## src/rtl/fxp_pkg.sv

```systemverilog
// Shared widths, types and the round/saturate helper for the fixed-point MAC datapath.
package fxp_pkg;

    localparam int INT_W   = 14;
    localparam int FRAC_W  = 12;
    localparam int GUARD_W = 8;

    localparam int W      = INT_W + FRAC_W;
    localparam int PROD_W = 2 * W;
    localparam int ACC_W  = PROD_W + GUARD_W;

    typedef logic signed [W-1:0]      fxp_t;
    typedef logic signed [PROD_W-1:0] prod_t;
    typedef logic signed [ACC_W-1:0]  acc_t;

    // Half an output LSB, expressed in accumulator units (2*FRAC_W fraction bits).
    localparam acc_t ROUND_BIAS = {{(ACC_W-FRAC_W){1'b0}}, 1'b1, {(FRAC_W-1){1'b0}}};

    // Output range limits, sign-extended to accumulator width after the shift.
    localparam acc_t SAT_MAX_ACC = {{(ACC_W-W+1){1'b0}}, {(W-1){1'b1}}};
    localparam acc_t SAT_MIN_ACC = {{(ACC_W-W+1){1'b1}}, {(W-1){1'b0}}};

    localparam fxp_t FXP_MAX = {1'b0, {(W-1){1'b1}}};
    localparam fxp_t FXP_MIN = {1'b1, {(W-1){1'b0}}};

    // Round half-up to FRAC_W fraction bits, then clip to the W-bit signed range.
    function automatic fxp_t round_sat(input acc_t acc, output logic sat_flag);
        acc_t biased;
        acc_t shifted;
        fxp_t result;
        biased  = acc + ROUND_BIAS;
        shifted = biased >>> FRAC_W;
        if (shifted > SAT_MAX_ACC) begin
            sat_flag = 1'b1;
            result   = FXP_MAX;
        end else if (shifted < SAT_MIN_ACC) begin
            sat_flag = 1'b1;
            result   = FXP_MIN;
        end else begin
            sat_flag = 1'b0;
            result   = shifted[W-1:0];
        end
        return result;
    endfunction

endpackage

```

## src/rtl/fxp_round_sat.sv

```systemverilog
// Combinational rounding and saturation of an accumulator value to the result format.
module fxp_round_sat
    import fxp_pkg::*;
(
    input  logic signed [ACC_W-1:0] acc_in,
    output logic signed [W-1:0]     data_out,
    output logic                    sat_out
);

    // Reduce the wide accumulator to a rounded, clipped result word.
    always_comb begin
        sat_out  = 1'b0;
        data_out = round_sat(acc_in, sat_out);
    end

endmodule

```

## src/rtl/fxp_mac.sv

```systemverilog
// Three-stage signed fixed-point multiply-accumulate: multiply, accumulate per packet, round/saturate.
module fxp_mac
    import fxp_pkg::*;
(
    input  logic                clk,
    input  logic                reset_n,
    input  logic                in_valid,
    output logic                in_ready,
    input  logic signed [W-1:0] in_a,
    input  logic signed [W-1:0] in_b,
    input  logic                in_last,
    output logic                out_valid,
    input  logic                out_ready,
    output logic signed [W-1:0] out_data,
    output logic                out_sat
);

    logic  stall;

    logic  p_valid_q, p_valid_d;
    logic  p_last_q,  p_last_d;
    prod_t p_prod_q,  p_prod_d;

    logic  a_valid_q, a_valid_d;
    logic  a_last_q,  a_last_d;
    acc_t  acc_q,     acc_d;
    logic  first_q,   first_d;

    logic  out_valid_q, out_valid_d;
    fxp_t  out_data_q,  out_data_d;
    logic  out_sat_q,   out_sat_d;

    fxp_t  rs_data;
    logic  rs_sat;

    // A held result freezes the whole pipeline, so acceptance is simply the absence of a stall.
    assign stall     = out_valid_q & ~out_ready;
    assign in_ready  = ~stall;
    assign out_valid = out_valid_q;
    assign out_data  = out_data_q;
    assign out_sat   = out_sat_q;

    fxp_round_sat u_round_sat (
        .acc_in   (acc_q),
        .data_out (rs_data),
        .sat_out  (rs_sat)
    );

    // Stage P: capture the full-width product of each accepted operand pair.
    always_comb begin
        p_valid_d = p_valid_q;
        p_last_d  = p_last_q;
        p_prod_d  = p_prod_q;
        if (!stall) begin
            p_valid_d = in_valid;
            p_last_d  = in_valid & in_last;
            p_prod_d  = prod_t'(in_a) * prod_t'(in_b);
        end
    end

    // Stage A: restart the sum on the first beat of a packet, otherwise keep adding; bubbles leave acc alone.
    always_comb begin
        a_valid_d = a_valid_q;
        a_last_d  = a_last_q;
        acc_d     = acc_q;
        first_d   = first_q;
        if (!stall) begin
            a_valid_d = p_valid_q;
            a_last_d  = p_valid_q & p_last_q;
            if (p_valid_q) begin
                acc_d   = (first_q ? acc_t'(0) : acc_q) + acc_t'(p_prod_q);
                first_d = p_last_q;
            end
        end
    end

    // Stage R: load a new result when a packet completes; otherwise the slot empties once not stalled.
    always_comb begin
        out_valid_d = out_valid_q;
        out_data_d  = out_data_q;
        out_sat_d   = out_sat_q;
        if (!stall) begin
            if (a_valid_q && a_last_q) begin
                out_valid_d = 1'b1;
                out_data_d  = rs_data;
                out_sat_d   = rs_sat;
            end else begin
                out_valid_d = 1'b0;
            end
        end
    end

    // Stage P registers.
    always_ff @(posedge clk or negedge reset_n) begin
        if (!reset_n) begin
            p_valid_q <= 1'b0;
            p_last_q  <= 1'b0;
            p_prod_q  <= '0;
        end else begin
            p_valid_q <= p_valid_d;
            p_last_q  <= p_last_d;
            p_prod_q  <= p_prod_d;
        end
    end

    // Stage A registers; a reset drops any partial packet and arms the next beat as a packet start.
    always_ff @(posedge clk or negedge reset_n) begin
        if (!reset_n) begin
            a_valid_q <= 1'b0;
            a_last_q  <= 1'b0;
            acc_q     <= '0;
            first_q   <= 1'b1;
        end else begin
            a_valid_q <= a_valid_d;
            a_last_q  <= a_last_d;
            acc_q     <= acc_d;
            first_q   <= first_d;
        end
    end

    // Stage R result registers.
    always_ff @(posedge clk or negedge reset_n) begin
        if (!reset_n) begin
            out_valid_q <= 1'b0;
            out_data_q  <= '0;
            out_sat_q   <= 1'b0;
        end else begin
            out_valid_q <= out_valid_d;
            out_data_q  <= out_data_d;
            out_sat_q   <= out_sat_d;
        end
    end

endmodule

```

## config.mk

```make
export PLATFORM = sky130hd
export DESIGN_NAME = fxp_mac
export DESIGN_NICKNAME = d
export VERILOG_FILES = /design/src/rtl/fxp_pkg.sv /design/src/rtl/fxp_round_sat.sv /design/src/rtl/fxp_mac.sv
export SDC_FILE = /design/constraint.sdc
export NUM_CORES = 2
export LEC_CHECK = 0
export BUFFER_PORTS_ARGS = -buffer_cell sky130_fd_sc_hd__buf_4
export CORE_MARGIN = 5
export CORE_UTILIZATION = 58
export DETAILED_ROUTE_END_ITERATION = 10
export PLACE_DENSITY = 0.74
export SYNTH_ARGS = -nofsm -noshare
export SYNTH_HDL_FRONTEND = slang
export SYNTH_SLANG_ARGS = --single-unit
```

## constraint.sdc

```tcl
create_clock -name clk -period 3.82 [get_ports clk]
set_input_delay 0.955 -clock clk [delete_from_list [all_inputs] [get_ports clk]]
set_output_delay 0.955 -clock clk [all_outputs]
set_load 0.02 [all_outputs]
```

; Word level (Yosys, flattened, before mapping)
; Index checks and enable logic that the tools add are counted.
[classes]
div = 0
n_eq_ne = 0
bitwise_logic = 5
n_mux = 6
n_addsub = 2
mul = 1
shifts = 0
n_lt_le_gt_ge = 2
reduce_logical = 3
[ops]
columns = op, count
row1 = $add A60 B13 Y60 const B, 1
row2 = $add A60 B52 Y60, 1
row3 = $mux W60, 1
row4 = $mul A26 B26 Y52, 1
row5 = $mux W26, 2
row6 = $gt A48 B26 Y1 const B, 1
row7 = $lt A48 B26 Y1 const B, 1
row8 = $reduce_and A2 Y1, 2
row9 = $and A1 B1 Y1, 3
row10 = $mux W1, 3
row11 = $not A1 Y1, 2
row12 = $logic_and A1 B1 Y1, 1
[word_totals]
elab_cells = 29
regBits = 145
ramBits = 0
romBits = 0
latch_bits = 0
mem_count = 0

; Longest topological paths before layout
[logic_depth]
depth_word = 4
mapped_depth = 30

; Cells and area by module
; Synthesis repeated with hierarchy kept, for this count alone.
[unflattened]
cells_unflattened = 3989
area_unflattened_um2 = 35211.3
[modules_own_cells]
columns = module, cells_per_inst, area_per_inst_um2, instances
row1 = fxp_mac, 3725, 33485.9, 1
row2 = fxp_round_sat, 264, 1725.4, 1

; Worst setup path before layout
; No wires, ideal clock.
[synth_timing]
path_kind = input-to-reg
start = input port in_b[7]
end = register p_prod_q[48]
n_path_buf = 2
cell_stages = 26
arrival_time_ps = 7510
required_time_ps = 3683
setup_slack_ps = -3827
setup_time_ps = 137
cell_sequence = clkbuf_1 clkbuf_1 nand2_1 fa_1 inv_1 fa_1 inv_1 fa_1 fa_1 inv_1 fa_1 fa_1 inv_1 fa_1 inv_1 ha_1 a21oi_1 o21ai_0 a2111oi_0 o21bai_1 a22o_1 o22a_1 a31o_2 a31oi_1 xor2_1 a21oi_1
[synth_via]
elab_chain_len = 1
[synth_lines]
columns = item, line_no
row1 = start: declaration, fxp_mac.sv:10  ; input logic signed [W-1:0] in_b,
row2 = $mul A26 B26 Y52, fxp_mac.sv:57  ; p_prod_d = prod_t'(in_a) * prod_t'(in_b);
row3 = end signal: assignment, fxp_mac.sv:102  ; p_prod_q <= p_prod_d;
row4 = end: declaration, fxp_mac.sv:22  ; prod_t p_prod_q, p_prod_d;
; Every way passes these cells.
; A chain may end at the register's enable or synchronous reset.

; Final worst setup path
[layout_timing]
start = input port in_b[6]
end = register p_prod_q[44]
; Same word-level chain as after synthesis.

==> metrics <==
status=finished, violations left; failing checks=setup timing; port bufs=85; min-delay src=acc_q[6]; residual DRC count=0; drt first pass iters=7; crit-path max FO=7; top cell type's share of synthesized area=41.4%; Reg area=3630 um^2; final wirelength=92900 um; GP Congestion=0.967; synthesized cell area=34400 um^2; Most used DFF post-synth=dfrtp_1; Cell variety after synth=79; Clock Skews=13.1 ps; Core Area=58900 um^2; CTS Root Cell=clkbuf_16; Tmin final=6990 ps; register-to-register setup slack=-50 ps; crit end category=flip-flop; final net count=5277; largest net degree at the start of global routing=71; Initial Util=58.3%; crit-path most repeated cell=fa_1; slowest stage delay, CP=540 ps; RSZ-0062 raised after global routing=true; setup violators final=48; Fmax achieved=143 MHz; Final Worst Setup Slack=-3170 ps; Hold Crit Depth=2; most frequent cells in the layout=689 x inv_1, 668 x fa_1, 521 x nand2_1; Iter 0 DRT Violations=1957; Hold Vio Cnt, Final=0; # hold bufs at CTS=0; max reg flops=60; Worst Hold Endpoint=acc_q[6]; kind of critical path=in2reg; r2r endpoint=acc_q[58]; Worst-Margin Slew=668 ps; Final Cycle Share=183%; register name with the most flops=acc_q; initial antenna violation count=0; critical path's slowest cell=fa_1; Hold WS=472 ps; setup tns final=-115700 ps; first-pass GRT wire length=150000 um; Reg2Reg Launch Point=first_q; Slew Limit Fails=0; DIE AREA=64200 um^2; Mapped Cells=3866; worst skew pair latency=440 ps; chip width=253 um; syn_area_per_cell=8.89 um^2; post-DR vias/cell=5.49; commonest non-fill, non-tap cell in the layout=inv_1; total number of yosys warnings=0; Yosys top cell by area=fa_1; main area contributors after synthesis=fa_1 41%, dfrtp_1 10%, inv_1 8.2%, ha_1 7.5%, nand2_1 6.2%; crit path DAT=7280 ps; area occupied by multi-input gates=28800 um^2; Clock Sinks=145; # IOs=86; diode count=0; HPWL Detailed=74900 um; H-tree levels=4; layout cells sized above 1=23.1%; register area share after synthesis=10.6%; Mapped Nets=4840; MaxCap Viol Count=0; Syn-to-layout area delta=22.7%; Site Rows=89; via count=27.9k; DRT antenna net count=0; EDFF count, synth=0; Reg2Reg Depth=16; clock buffer depth=2; #FFs+latches synth=145; Die Span Y=253 um; CTS tree=done; # fillers=4172; Wirelength per Cell=18.3 um; TritonCTS Buffers=17; grt ovf=0; vias in the first global route=29.3k; Slew HR=55.5%; crit path launch type=primary input; hold crit path type=reg2reg; gr usage total=28.8%; Critical Path RT=4120 ps; clock-pin slew on the worst setup and hold paths=60 ps; asr flop ratio synth=100%
## layout make-up
cell class | instances | area share [%]
Multi-Input combinational cell | 2781 | 68.4
Timing Repair Buffer | 607 | 12.7
Sequential cell | 145 | 8.61
Inverter | 751 | 6.69
Tap cell | 773 | 2.29
Clock buffer | 19 | 1.05
Clock inverter | 11 | 0.255
## synthesized netlist by cell type, types with 13 or more instances
cell type,n
and3_1,15
inv_1,751
nor3_1,25
nor2b_1,64
clkbuf_1,178
and2_1,291
o21a_1,14
a21o_1,70
nand3_1,47
a31oi_1,14
o21ai_0,129
a21oi_1,142
o311ai_1,16
ha_1,206
nand4_1,28
nand2b_1,19
dfrtp_1,144
xor2_1,66
fa_1,711
a211oi_1,13
nor2_1,116
nand2_1,569
xnor2_1,78
o21bai_1,18
o211ai_1,13
## how the worst max path moves through the flow
stage          startpoint            to  slack, ps
6_report          in_b[6]  p_prod_q[44]      -3170
2_1_floorplan     in_b[2]  p_prod_q[44]      -3250
3_3_place_gp      in_a[8]  p_prod_q[49]      -3710
4_1_cts           in_b[8]  p_prod_q[48]      -3100
5_1_grt          in_b[10]  p_prod_q[45]      -3410
3_5_place_dp      in_a[8]  p_prod_q[49]      -3770
## layer usage
metal / wire length (um) / global-route usage [%]
met2: 43100 / 46.0
met4: 2580 / 6.40
met1: 39300 / 41.1
met5: 0 / 0
met3: 7940 / 6.31
## per-stage QoR
stage               instances  area (um^2)  setup slack [ps]  util, %
floorplan                3866        35300             -3250        -
global route             5087        42200             -3410     71.6
finish                   5087        42200             -3170     71.6
global placement         4986        39300             -3710     66.7
detailed placement       4986        39300             -3770     66.7
CTS                      5060        41300             -3100     70.0
## what timing repair did
item / CTS / global route
endpoints found under the setup margin: 52 / 63
pin swaps: 167 / 119
gates resized for setup: 265 / 191
gates cloned: 2 / 1
setup buffers: 49 / 30
## cell families (layout without fill, tap and decap cells)
| kind of cell | Yosys count | after routing | synth area share (%) |
|---|---|---|---|
| flip-flops | 145 | 145 | 10.6 |
| XOR/XNOR | 144 | 144 | 3.67 |
| adder cells (fa/ha/maj) | 917 | 917 | 48.9 |
| AND/OR/NAND/NOR | 1209 | 1209 | 17.0 |
| buffers and inverters | 940 | 1388 | 10.3 |
| AO/OA/AOI/OAI | 508 | 508 | 9.41 |
| multiplexers | 3 | 3 | 0.0946 |
## critical path, delay by kind of cell
family | cells | cell delay (ps)
AOI/OAI and AO/OA | 9 | 1690
xor gates and xnor gates | 1 | 180
adders and majority gates | 8 | 3570
buffers and inverters | 9 | 760
and+or+nand+nor | 2 | 120
Power is left out: the tool's default activity adds up to more than one toggle a clock period on the data nets, which glitch-free logic cannot reach.
